--- src/rtl/focus_pkg.sv ---
// Shared constants, FSM state type and helpers for the focus-value statistic path.
package focus_pkg;

  // ITU-style luma weights: Y = (77R + 150G + 29B) >> 8
  localparam int LUMA_KR    = 77;
  localparam int LUMA_KG    = 150;
  localparam int LUMA_KB    = 29;
  localparam int LUMA_SHIFT = 8;

  localparam int H_START_DEF = 160;
  localparam int H_END_DEF   = 479;
  localparam int V_START_DEF = 120;
  localparam int V_END_DEF   = 359;
  localparam int THRESH_DEF  = 8;
  localparam int ACC_W_DEF   = 32;

  localparam int CNT_W = 12;

  typedef enum logic [1:0] {
    IDLE  = 2'd0,
    DRAIN = 2'd1,
    LATCH = 2'd2
  } frame_state_t;

  function automatic logic [7:0] abs_diff(input logic [7:0] a, input logic [7:0] b);
    return (a >= b) ? (a - b) : (b - a);
  endfunction

endpackage

--- src/rtl/focus_value_stat_if.sv ---
// Focus-value output channel: data/flags from the statistic block, ready from the step controller.
interface focus_value_stat_if
  import focus_pkg::*;
#(
  parameter int ACC_W = ACC_W_DEF
);
  logic [ACC_W-1:0] FV_DATA;
  logic             FV_SAT;
  logic             FV_VALID;
  logic             FV_READY;
  logic             FV_OVR;
  logic [7:0]       FV_PEAK;

  modport master (
    output FV_DATA, FV_SAT, FV_VALID, FV_OVR, FV_PEAK,
    input  FV_READY
  );

  modport slave (
    input  FV_DATA, FV_SAT, FV_VALID, FV_OVR, FV_PEAK,
    output FV_READY
  );
endinterface

--- src/rtl/focus_luma.sv ---
// Stage-1 RGB to 8-bit luma converter with registered output; shared with the display mixer.
module focus_luma
  import focus_pkg::*;
(
  input  logic       clk,
  input  logic       rst,
  input  logic [7:0] r,
  input  logic [7:0] g,
  input  logic [7:0] b,
  output logic [7:0] y
);
  // Weights sum to 256, so the 16-bit sum never overflows for 8-bit inputs.
  logic [15:0] sum;

  always_comb begin
    sum = 16'(LUMA_KR) * 16'(r) + 16'(LUMA_KG) * 16'(g) + 16'(LUMA_KB) * 16'(b);
  end

  always_ff @(posedge clk) begin
    if (rst) begin
      y <= '0;
    end else begin
      y <= sum[LUMA_SHIFT +: 8];
    end
  end
endmodule

--- src/rtl/focus_value_stat.sv ---
// Per-frame focus value: luma gradient energy inside a centre window, one result per VS-to-VS frame.
// Define FOCUS_STAT_PEAK_EN to track the largest counted gradient on FV_PEAK; otherwise FV_PEAK is 0.
module focus_value_stat
  import focus_pkg::*;
#(
  parameter int H_START = H_START_DEF,
  parameter int H_END   = H_END_DEF,
  parameter int V_START = V_START_DEF,
  parameter int V_END   = V_END_DEF,
  parameter int THRESH  = THRESH_DEF,
  parameter int ACC_W   = ACC_W_DEF
) (
  input  logic       VIDEO_CLK,
  input  logic       RESET,
  input  logic       VS,
  input  logic       HS,
  input  logic       DE,
  input  logic [7:0] iR,
  input  logic [7:0] iG,
  input  logic [7:0] iB,
  focus_value_stat_if.master fv
);
  localparam int SUM_W = ACC_W + 1;

  logic             hs_d, vs_d, de_d;
  logic             hs_fall, vs_fall, de_fall;
  logic             vs_fall_r;
  logic [CNT_W-1:0] h_cnt, v_cnt;
  logic             in_win;

  logic [7:0]       y_s1;
  logic             de_s1, win_s1, first_s1, act_s1;

  logic [7:0]       y_prev;
  logic [7:0]       d_cur;
  logic [7:0]       d_s2;
  logic             cnt_s2;

  logic [ACC_W-1:0] acc, acc_base;
  logic [SUM_W-1:0] acc_sum;
  logic             sat, sat_base;
  logic             latch_now;

  frame_state_t     state;
  logic [1:0]       drain_cnt;
  logic             frame_active;

  always_comb begin
    hs_fall = hs_d & ~HS;
    vs_fall = vs_d & ~VS;
    de_fall = de_d & ~DE;
    in_win  = (h_cnt >= CNT_W'(H_START)) && (h_cnt <= CNT_W'(H_END)) &&
              (v_cnt >= CNT_W'(V_START)) && (v_cnt <= CNT_W'(V_END));
  end

  // Edge delays start at 0 so a sync already low when reset releases is not mistaken for a fall.
  always_ff @(posedge VIDEO_CLK) begin
    if (RESET) begin
      hs_d      <= 1'b0;
      vs_d      <= 1'b0;
      de_d      <= 1'b0;
      vs_fall_r <= 1'b0;
      h_cnt     <= '0;
      v_cnt     <= '0;
    end else begin
      hs_d      <= HS;
      vs_d      <= VS;
      de_d      <= DE;
      vs_fall_r <= vs_fall;
      if (hs_fall) begin
        h_cnt <= '0;
      end else if (DE) begin
        h_cnt <= h_cnt + 1'b1;
      end
      if (vs_fall) begin
        v_cnt <= '0;
      end else if (de_fall) begin
        v_cnt <= v_cnt + 1'b1;
      end
    end
  end

  focus_luma u_luma (
    .clk (VIDEO_CLK),
    .rst (RESET),
    .r   (iR),
    .g   (iG),
    .b   (iB),
    .y   (y_s1)
  );

  always_ff @(posedge VIDEO_CLK) begin
    if (RESET) begin
      de_s1    <= 1'b0;
      win_s1   <= 1'b0;
      first_s1 <= 1'b0;
      act_s1   <= 1'b0;
    end else begin
      de_s1    <= DE;
      win_s1   <= in_win;
      first_s1 <= (h_cnt == '0);
      act_s1   <= frame_active;
    end
  end

  always_comb begin
    d_cur = first_s1 ? 8'd0 : abs_diff(y_s1, y_prev);
  end

  always_ff @(posedge VIDEO_CLK) begin
    if (RESET) begin
      y_prev <= '0;
      d_s2   <= '0;
      cnt_s2 <= 1'b0;
    end else begin
      d_s2   <= d_cur;
      cnt_s2 <= de_s1 && win_s1 && act_s1 && (d_cur > 8'(THRESH));
      if (de_s1) begin
        y_prev <= y_s1;
      end
    end
  end

  // The LATCH cycle hands the old sum out while a pixel of the next frame may already add in.
  always_comb begin
    latch_now = (state == LATCH);
    acc_base  = latch_now ? '0 : acc;
    sat_base  = latch_now ? 1'b0 : sat;
    acc_sum   = {1'b0, acc_base} + SUM_W'(d_s2);
  end

  always_ff @(posedge VIDEO_CLK) begin
    if (RESET) begin
      acc <= '0;
      sat <= 1'b0;
    end else if (cnt_s2 && acc_sum[ACC_W]) begin
      acc <= '1;
      sat <= 1'b1;
    end else if (cnt_s2) begin
      acc <= acc_sum[ACC_W-1:0];
      sat <= sat_base;
    end else begin
      acc <= acc_base;
      sat <= sat_base;
    end
  end

  // Only a VS fall that ends a frame begun after reset closes it; the first fall just opens one.
  always_ff @(posedge VIDEO_CLK) begin
    if (RESET) begin
      state        <= IDLE;
      drain_cnt    <= '0;
      frame_active <= 1'b0;
      fv.FV_DATA   <= '0;
      fv.FV_SAT    <= 1'b0;
      fv.FV_VALID  <= 1'b0;
      fv.FV_OVR    <= 1'b0;
    end else begin
      fv.FV_OVR <= 1'b0;
      if (fv.FV_VALID && fv.FV_READY) begin
        fv.FV_VALID <= 1'b0;
      end
      if (vs_fall_r) begin
        frame_active <= 1'b1;
      end
      case (state)
        IDLE: begin
          if (vs_fall_r && frame_active) begin
            state     <= DRAIN;
            drain_cnt <= '0;
          end
        end
        DRAIN: begin
          if (drain_cnt == 2'd2) begin
            state <= LATCH;
          end else begin
            drain_cnt <= drain_cnt + 1'b1;
          end
        end
        LATCH: begin
          state       <= IDLE;
          fv.FV_DATA  <= acc;
          fv.FV_SAT   <= sat;
          fv.FV_VALID <= 1'b1;
          fv.FV_OVR   <= fv.FV_VALID && !fv.FV_READY;
        end
        default: begin
          state <= IDLE;
        end
      endcase
    end
  end

`ifdef FOCUS_STAT_PEAK_EN
  logic [7:0] peak, peak_base;

  always_comb begin
    peak_base = latch_now ? 8'd0 : peak;
  end

  always_ff @(posedge VIDEO_CLK) begin
    if (RESET) begin
      peak       <= '0;
      fv.FV_PEAK <= '0;
    end else begin
      if (cnt_s2 && (d_s2 > peak_base)) begin
        peak <= d_s2;
      end else begin
        peak <= peak_base;
      end
      if (latch_now) begin
        fv.FV_PEAK <= peak;
      end
    end
  end
`else
  assign fv.FV_PEAK = '0;
`endif

endmodule

--- src/flat_wrapper.sv ---
// flat-port wrapper written by rule: the top's interface ports become plain ports
module focus_value_stat_flat import focus_pkg::*;
#(
  parameter int H_START = H_START_DEF,
  parameter int H_END   = H_END_DEF,
  parameter int V_START = V_START_DEF,
  parameter int V_END   = V_END_DEF,
  parameter int THRESH  = THRESH_DEF,
  parameter int ACC_W   = ACC_W_DEF
)
  (VIDEO_CLK, RESET, VS, HS, DE, iR, iG, iB, fv_FV_DATA, fv_FV_SAT, fv_FV_VALID, fv_FV_OVR, fv_FV_PEAK, fv_FV_READY);
  focus_value_stat_if #(.ACC_W(ACC_W)) fv_i ();
  input  logic VIDEO_CLK;
  input  logic RESET;
  input  logic VS;
  input  logic HS;
  input  logic DE;
  input  logic [7:0] iR;
  input  logic [7:0] iG;
  input  logic [7:0] iB;
  output wire logic [$bits(fv_i.FV_DATA)-1:0] fv_FV_DATA;
  output wire logic [$bits(fv_i.FV_SAT)-1:0] fv_FV_SAT;
  output wire logic [$bits(fv_i.FV_VALID)-1:0] fv_FV_VALID;
  output wire logic [$bits(fv_i.FV_OVR)-1:0] fv_FV_OVR;
  output wire logic [$bits(fv_i.FV_PEAK)-1:0] fv_FV_PEAK;
  input wire logic [$bits(fv_i.FV_READY)-1:0] fv_FV_READY;
  assign fv_FV_DATA = fv_i.FV_DATA;
  assign fv_FV_SAT = fv_i.FV_SAT;
  assign fv_FV_VALID = fv_i.FV_VALID;
  assign fv_FV_OVR = fv_i.FV_OVR;
  assign fv_FV_PEAK = fv_i.FV_PEAK;
  assign fv_i.FV_READY = fv_FV_READY;
  focus_value_stat #(.H_START(H_START), .H_END(H_END), .V_START(V_START), .V_END(V_END), .THRESH(THRESH), .ACC_W(ACC_W)) u_core (.VIDEO_CLK(VIDEO_CLK), .RESET(RESET), .VS(VS), .HS(HS), .DE(DE), .iR(iR), .iG(iG), .iB(iB), .fv(fv_i));
endmodule
--- config.mk ---
export PLATFORM = sky130hd
export DESIGN_NAME = focus_value_stat_flat
export DESIGN_NICKNAME = d
export VERILOG_FILES = /design/src/rtl/focus_pkg.sv /design/src/rtl/focus_value_stat_if.sv /design/src/rtl/focus_luma.sv /design/src/rtl/focus_value_stat.sv /design/src/flat_wrapper.sv
export SDC_FILE = /design/constraint.sdc
export NUM_CORES = 1
export LEC_CHECK = 0
export ABC_AREA = 1
export CAP_MARGIN = 40
export CORE_MARGIN = 2
export CORE_UTILIZATION = 55
export CTS_BUF_LIST = sky130_fd_sc_hd__clkbuf_4 sky130_fd_sc_hd__clkbuf_8
export DETAILED_ROUTE_END_ITERATION = 6
export HOLD_SLACK_MARGIN = 0.06
export MAX_ROUTING_LAYER = met4
export PLACE_DENSITY = 0.72
export SLEW_MARGIN = 20
export SYNTH_ARGS = -nofsm -noshare
export SYNTH_HDL_FRONTEND = slang
export SYNTH_SLANG_ARGS = --single-unit
--- constraint.sdc ---
create_clock -name VIDEO_CLK -period 8.35 [get_ports VIDEO_CLK]
set_clock_uncertainty 0.2 [all_clocks]
set_input_delay 1.67 -clock VIDEO_CLK [delete_from_list [all_inputs] [get_ports VIDEO_CLK]]
set_output_delay 1.67 -clock VIDEO_CLK [all_outputs]
set_load 0.01 [all_outputs]
Yosys cells after proc, flatten, opt, wreduce, memory -nomap -nowiden
Cells that the tools add are included.
{"block": "classes", "eq_ne": 6, "n_lt_le_gt_ge": 6, "reduce_logical": 21, "add_sub_neg": 8, "n_mul": 3, "muxes": 15, "bitwise": 7}
{"op": "$mux W32", "count": 3}
{"op": "$add A32 B8 Y33", "count": 1}
{"op": "$mul A7 B8 Y15 const A", "count": 2}
{"op": "$add A12 B1 Y12 const B", "count": 2}
{"op": "$le A12 B9 Y1 const B", "count": 2}
{"op": "$add A15 B16 Y16", "count": 1}
{"op": "$add A16 B13 Y16", "count": 1}
{"op": "$mux W8", "count": 2}
{"op": "$sub A8 B8 Y8", "count": 2}
{"op": "$mul A5 B8 Y13 const A", "count": 1}
{"op": "$ge A12 B7 Y1 const B", "count": 1}
{"op": "$ge A12 B8 Y1 const B", "count": 1}
{"op": "$logic_not A12 Y1", "count": 1}
{"op": "$logic_and A1 B1 Y1", "count": 10}
{"op": "$ge A8 B8 Y1", "count": 1}
{"op": "$gt A8 B4 Y1 const B", "count": 1}
{"op": "$mux W2", "count": 4}
{"op": "$pmux W2 S2", "count": 2}
{"op": "$reduce_bool A2 Y1", "count": 3}
{"op": "$reduce_or A2 Y1", "count": 3}
{"op": "$eq A2 B2 Y1 const B", "count": 2}
{"op": "$mux W1", "count": 4}
{"op": "$ne A2 B1 Y1 const B", "count": 2}
{"op": "$not A1 Y1", "count": 4}
{"op": "other kinds (8)", "count": 10}
{"block": "word_totals", "ff_bits": 129, "elab_cells": 88, "out_inout_bits": 43}

Depth between registers and ports, before layout
{"block": "depth", "ltp_word": 5, "depth_mapped": 28, "depth_no_buf": 28}

Modules after synthesis
A second synthesis with hierarchy kept.
{"block": "unflattened", "cells_unflattened": 1416, "area_unflattened_um2": 10308.6}
{"mod": "focus_value_stat", "area_per_inst_um2": 6754.0, "seq_area_each_um2": 2422.3, "instances": 1, "cells_per_inst": 988}
{"mod": "focus_luma", "area_per_inst_um2": 3554.7, "seq_area_each_um2": 160.2, "instances": 1, "cells_per_inst": 428}

Least setup slack after synthesis
Ideal clock, no wire load.
{"block": "synth_path", "path_kind": "input to register", "startpoint": "input port iG[4]", "endpoint": "register u_core.u_luma.y[6]", "slack_ps": 913, "n_path_buf": 0, "arrival_time_ps": 7122, "stages": 24, "cell_sequence": "ha_1 -> ha_1 -> inv_1 -> fa_1 -> inv_1 -> fa_1 -> ha_1 -> a21oi_1 -> a21boi_0 -> xnor2_1 -> ha_1 -> fa_1 -> inv_1 -> fa_1 -> inv_1 -> fa_1 -> ha_1 -> a21o_1 -> a21oi_1 -> inv_1 -> a211oi_1 -> nand3_1 -> nand2_1 -> nor2_1"}
{"block": "synth_between", "elab_chain_len": 3}
{"element": "start, declared", "line": "flat_wrapper.sv:19", "rtl": "input logic [7:0] iG;"}
{"element": "$mul A7 B8 Y15", "line": "focus_luma.sv:16", "rtl": "sum = 16'(LUMA_KR) * 16'(r) + 16'(LUMA_KG) * 16'(g) + 16'(LUMA_KB) * 16'(b);"}
{"element": "$add A15 B16 Y16", "line": "focus_luma.sv:16"}
{"element": "$add A16 B13 Y16", "line": "focus_luma.sv:16"}
{"element": "end signal, assigned", "line": "focus_luma.sv:23", "rtl": "y <= sum[LUMA_SHIFT +: 8];"}
{"element": "end, declared", "line": "focus_luma.sv:10", "rtl": "output logic [7:0] y"}
No other way between the ends.
A chain may end at the register's enable or synchronous reset.

Final worst setup path
{"block": "layout_path", "startpoint": "input port iG[6]", "endpoint": "register u_core.u_luma.y[6]"}
Same word-level chain as after synthesis.

==> results.json <==
{
  "finalSetupViolCount": 0,
  "dp_slack_ns": 0.01448,
  "yosys.area_share.simple_pct": 24.33,
  "cellLeakagePower_uw": 0.005505,
  "synth_top_family_by_area": "adder cells",
  "synth_top_cell_by_area": "dfxtp_1",
  "rrSetupSlack_ns": 4.68,
  "grt_pass1_vias": 8130,
  "drc": 0,
  "hold_path_class": "reg -> reg",
  "vias_per_cell": 5.046,
  "synth-xor-area-share_pct": 2.141,
  "p_sw_uw": 1793,
  "swShare_pct": 49.67,
  "synthMuxAreaShare_pct": 0,
  "cts_setup_buffers": 0,
  "drive_gt1_share_pct": 6.246,
  "wl_per_cell_um": 12.62,
  "tightest_slew_ns": 0.7783,
  "yosys_warnings": 0,
  "synth.distinct_cells": 53,
  "cts_sinks": 129,
  "io_pins": 73,
  "nets": 1644,
  "seq_power_share_pct": 19.0,
  "max-cap-violations": 0,
  "crit_required_ns": 8.48,
  "slew_viol_final": 0,
  "clkPwrFrac_pct": 14.1,
  "drt_wl_total_mm": 21.28,
  "ys.flop_type": "dfxtp_1",
  "num_vias": 8508,
  "power_density_mw_per_mm2": 316.9,
  "fin_tns_setup_ns": 0,
  "yosysTopAreaCellShare_pct": 25.25,
  "ys_ff_latch": 129,
  "antenna_found_initial": 0,
  "ant_nets": 0,
  "synth_area_mm2": 0.01023,
  "first_pass_iters": 5,
  "synthTopCellsByArea": "dfxtp_1 (25%), ha_1 (14%), fa_1 (11%)",
  "met3_usage_pct": 3.521,
  "status": "complete, no violations",
  "numPortBuffers": 64,
  "clk_latency_ns": 0.44,
  "use_met2_pct": 41.05,
  "internal_power_uw": 1817,
  "synth_fa_ha_area_share_pct": 25.05,
  "gr-max-usage-layer": "met2",
  "ys_async_sr_fraction_pct": 0,
  "finalNonFillerCells": 1686,
  "tritoncts": "yes",
  "rsz0062_at_grt": "no",
  "min_period_ns": 7.932,
  "grt_use_total_pct": 23.13,
  "final-hold-violation-count": 0,
  "cts_buffers": 17,
  "fmax_ghz": 0.1261,
  "finalPower_uw": 3609,
  "relSlewSlack_pct": 48.11,
  "grt_start_max_net_pins": 83,
  "placed_area_mm2": 0.01101,
  "postCtsHoldBufs": 0,
  "cts_resized": 0,
  "fin_ws_ns": 0.4184,
  "start_kind": "input pin",
  "gp_congestion": 0.9043,
  "drt-initial-drc-count": 352,
  "dieArea_mm2": 0.01970,
  "path_clk_slew_ns": 0.07,
  "combPwrFrac_pct": 66.9,
  "grt_overflow": 0,
  "clk_path_buf_depth": 2,
  "nFillCells": 1659,
  "area_delta_synth_final_pct": 11.35,
  "arrival_ns": 8.06,
  "endpoint_kind": "register",
  "fp.dieW_um": 140.4,
  "peakVddDrop_mv": 0.3515,
  "synth-compound-area-share_pct": 10.98,
  "finalInstanceArea_mm2": 0.01139,
  "grt_pass1_wl_mm": 36.76,
  "htreeDepth": 4,
  "min_period_over_period_pct": 94.99,
  "cp_max_fo": 5,
  "grt_util_met1_pct": 27.32,
  "cts_root_buf": "clkbuf_8",
  "num_antenna_cells": 0,
  "die_y_um": 140.4,
  "core_area_mm2": 0.01809,
  "synth-edff-count": 0,
  "netlist_instances": 1388,
  "seq_area_frac_synth_pct": 25.25,
  "syn_area_per_cell_um2": 7.369,
  "dpl.cell_count": 1654,
  "dpl.hpwl_mm": 16.93,
  "row_count": 49,
  "worstSetupPathType": "in -> reg",
  "start_util_pct": 56.55
}
## final cells by class
class                   instances  area, um^2  share of cell area [%]
well taps                     229       286.5                   2.516
inverters                     272        1021                   8.964
flip-flops and latches        129        2582                   22.67
multi-input cells             955        6429                   56.44
repair buffers                 69       693.2                   6.086
clock buffers                  18       247.7                   2.175
clock inverters                14       130.1                   1.142
## flip-flops by register name (all words and copies together), names as in the netlist, 2 cells and up
register	flops
u_core.acc	32
u_core.h_cnt	12
u_core.u_luma.y	8
u_core.y_prev	8
u_core.fv.FV_DATA	32
u_core.d_s2	8
u_core.drain_cnt	2
u_core.v_cnt	12
u_core.state	2
## cells in the final DEF, fill, tap and decap left out, drive strengths merged, types with 2 or more instances in the layout
master,count
a211oi,3
a21boi,2
a21o,6
a21oi,105
a31oi,9
and2,4
and3,2
buf,6
clkbuf,18
clkdlybuf4s50,63
clkinv,9
clkinvlp,2
conb,8
dfxtp,129
fa,58
ha,112
inv,274
nand2,251
nand3,90
nand3b,7
nand4,23
nor2,144
nor3,19
nor4,2
o21a,4
o21ai,70
o21bai,4
or2,2
xnor2,7
xor2,18
## power groups by stage
stage | Sequential (uW) | Clock, uW | Combinational (uW)
after floorplan | 691 | 0 | 1910
after global placement | 697 | 0 | 2360
after detailed placement | 699 | 0 | 2410
after CTS | 685 | 521 | 2420
after global routing | 689 | 548 | 2840
final | 684 | 509 | 2420
## final timing paths
kind,startpoint,end,depth (start not counted)
worst max-delay path,iG[6],u_core.u_luma.y[6]$_SDFF_PP0_,25
worst min register to register,u_core.vs_d$_SDFF_PP0_,u_core.vs_fall_r$_SDFF_PP0_,2
worst min-delay path,u_core.vs_d$_SDFF_PP0_,u_core.vs_fall_r$_SDFF_PP0_,2
worst max register to register,u_core.state[1]$_SDFFE_PP0P_,u_core.acc[21]$_SDFF_PP0_,15
## cells in the mapped netlist, types with 2 or more instances
cell type  number
or2_2           2
and2_1          3
fa_1           58
ha_1          112
buf_6           3
inv_2           4
o21a_1          4
buf_1           2
a211oi_1        3
nor3_1         15
nand2_1       242
nand3_2         7
a21oi_2         3
o21ai_0        67
nor2_1        127
nor4_1          2
nand2_2         7
nand4_1        22
a21o_1          6
nor2_2         13
nand3b_1        5
xnor2_1         7
clkbuf_1       15
inv_1         267
dfxtp_1       129
o21ai_1         2
a21oi_1       102
and3_1          2
a31oi_1         9
xor2_1         18
nand2_4         2
a21boi_0        2
buf_4           8
nand3_1        82
nor3_2          3
buf_2          10
nor2_4          4
o21bai_1        4
## metal layers
metal	share of wire, %	vias to the layer above	wire length (um)
met1	45	3833	9637
met5	0	-	0
met3	3.1	34	668
li1	-	4496	-
met2	50	145	10640
met4	1.5	0	326
## worst max-delay path, stage by stage
cell	delay, ns
clkdlybuf4s50_1	0.56
ha_1	0.27
ha_1	0.28
inv_1	0.05
fa_1	0.52
inv_1	0.05
fa_1	0.45
ha_1	0.37
a21oi_1	0.21
a21boi_0	0.31
xnor2_1	0.17
ha_1	0.26
fa_1	0.51
inv_1	0.05
fa_1	0.47
inv_1	0.06
fa_1	0.48
ha_1	0.35
a21o_1	0.21
a21oi_1	0.19
inv_1	0.08
a211oi_1	0.27
nand3_1	0.11
nand2_1	0.07
nor2_1	0.04
## stage by stage
| step | hold WS, ns | util [%] |
|---|---|---|
| CTS | 0.2400 | 62.97 |
| detailed placement | 0.2297 | 60.89 |
| global route | 0.2723 | 62.97 |
| floorplan | 0.2167 | - |
| global placement | 0.2296 | 60.69 |
| finish | 0.2386 | 62.97 |
## cells by family (layout without fill, tap and decap cells)
logic type,after synthesis,in the layout
AND/OR/NAND/NOR,545,545
adder cells (fa/ha/maj),170,170
XOR/XNOR,25,25
flip-flops,129,129
other,1,8
AO/OA/AOI/OAI,207,207
buffers and inverters,311,373
Power figures use the tool's default switching activity.
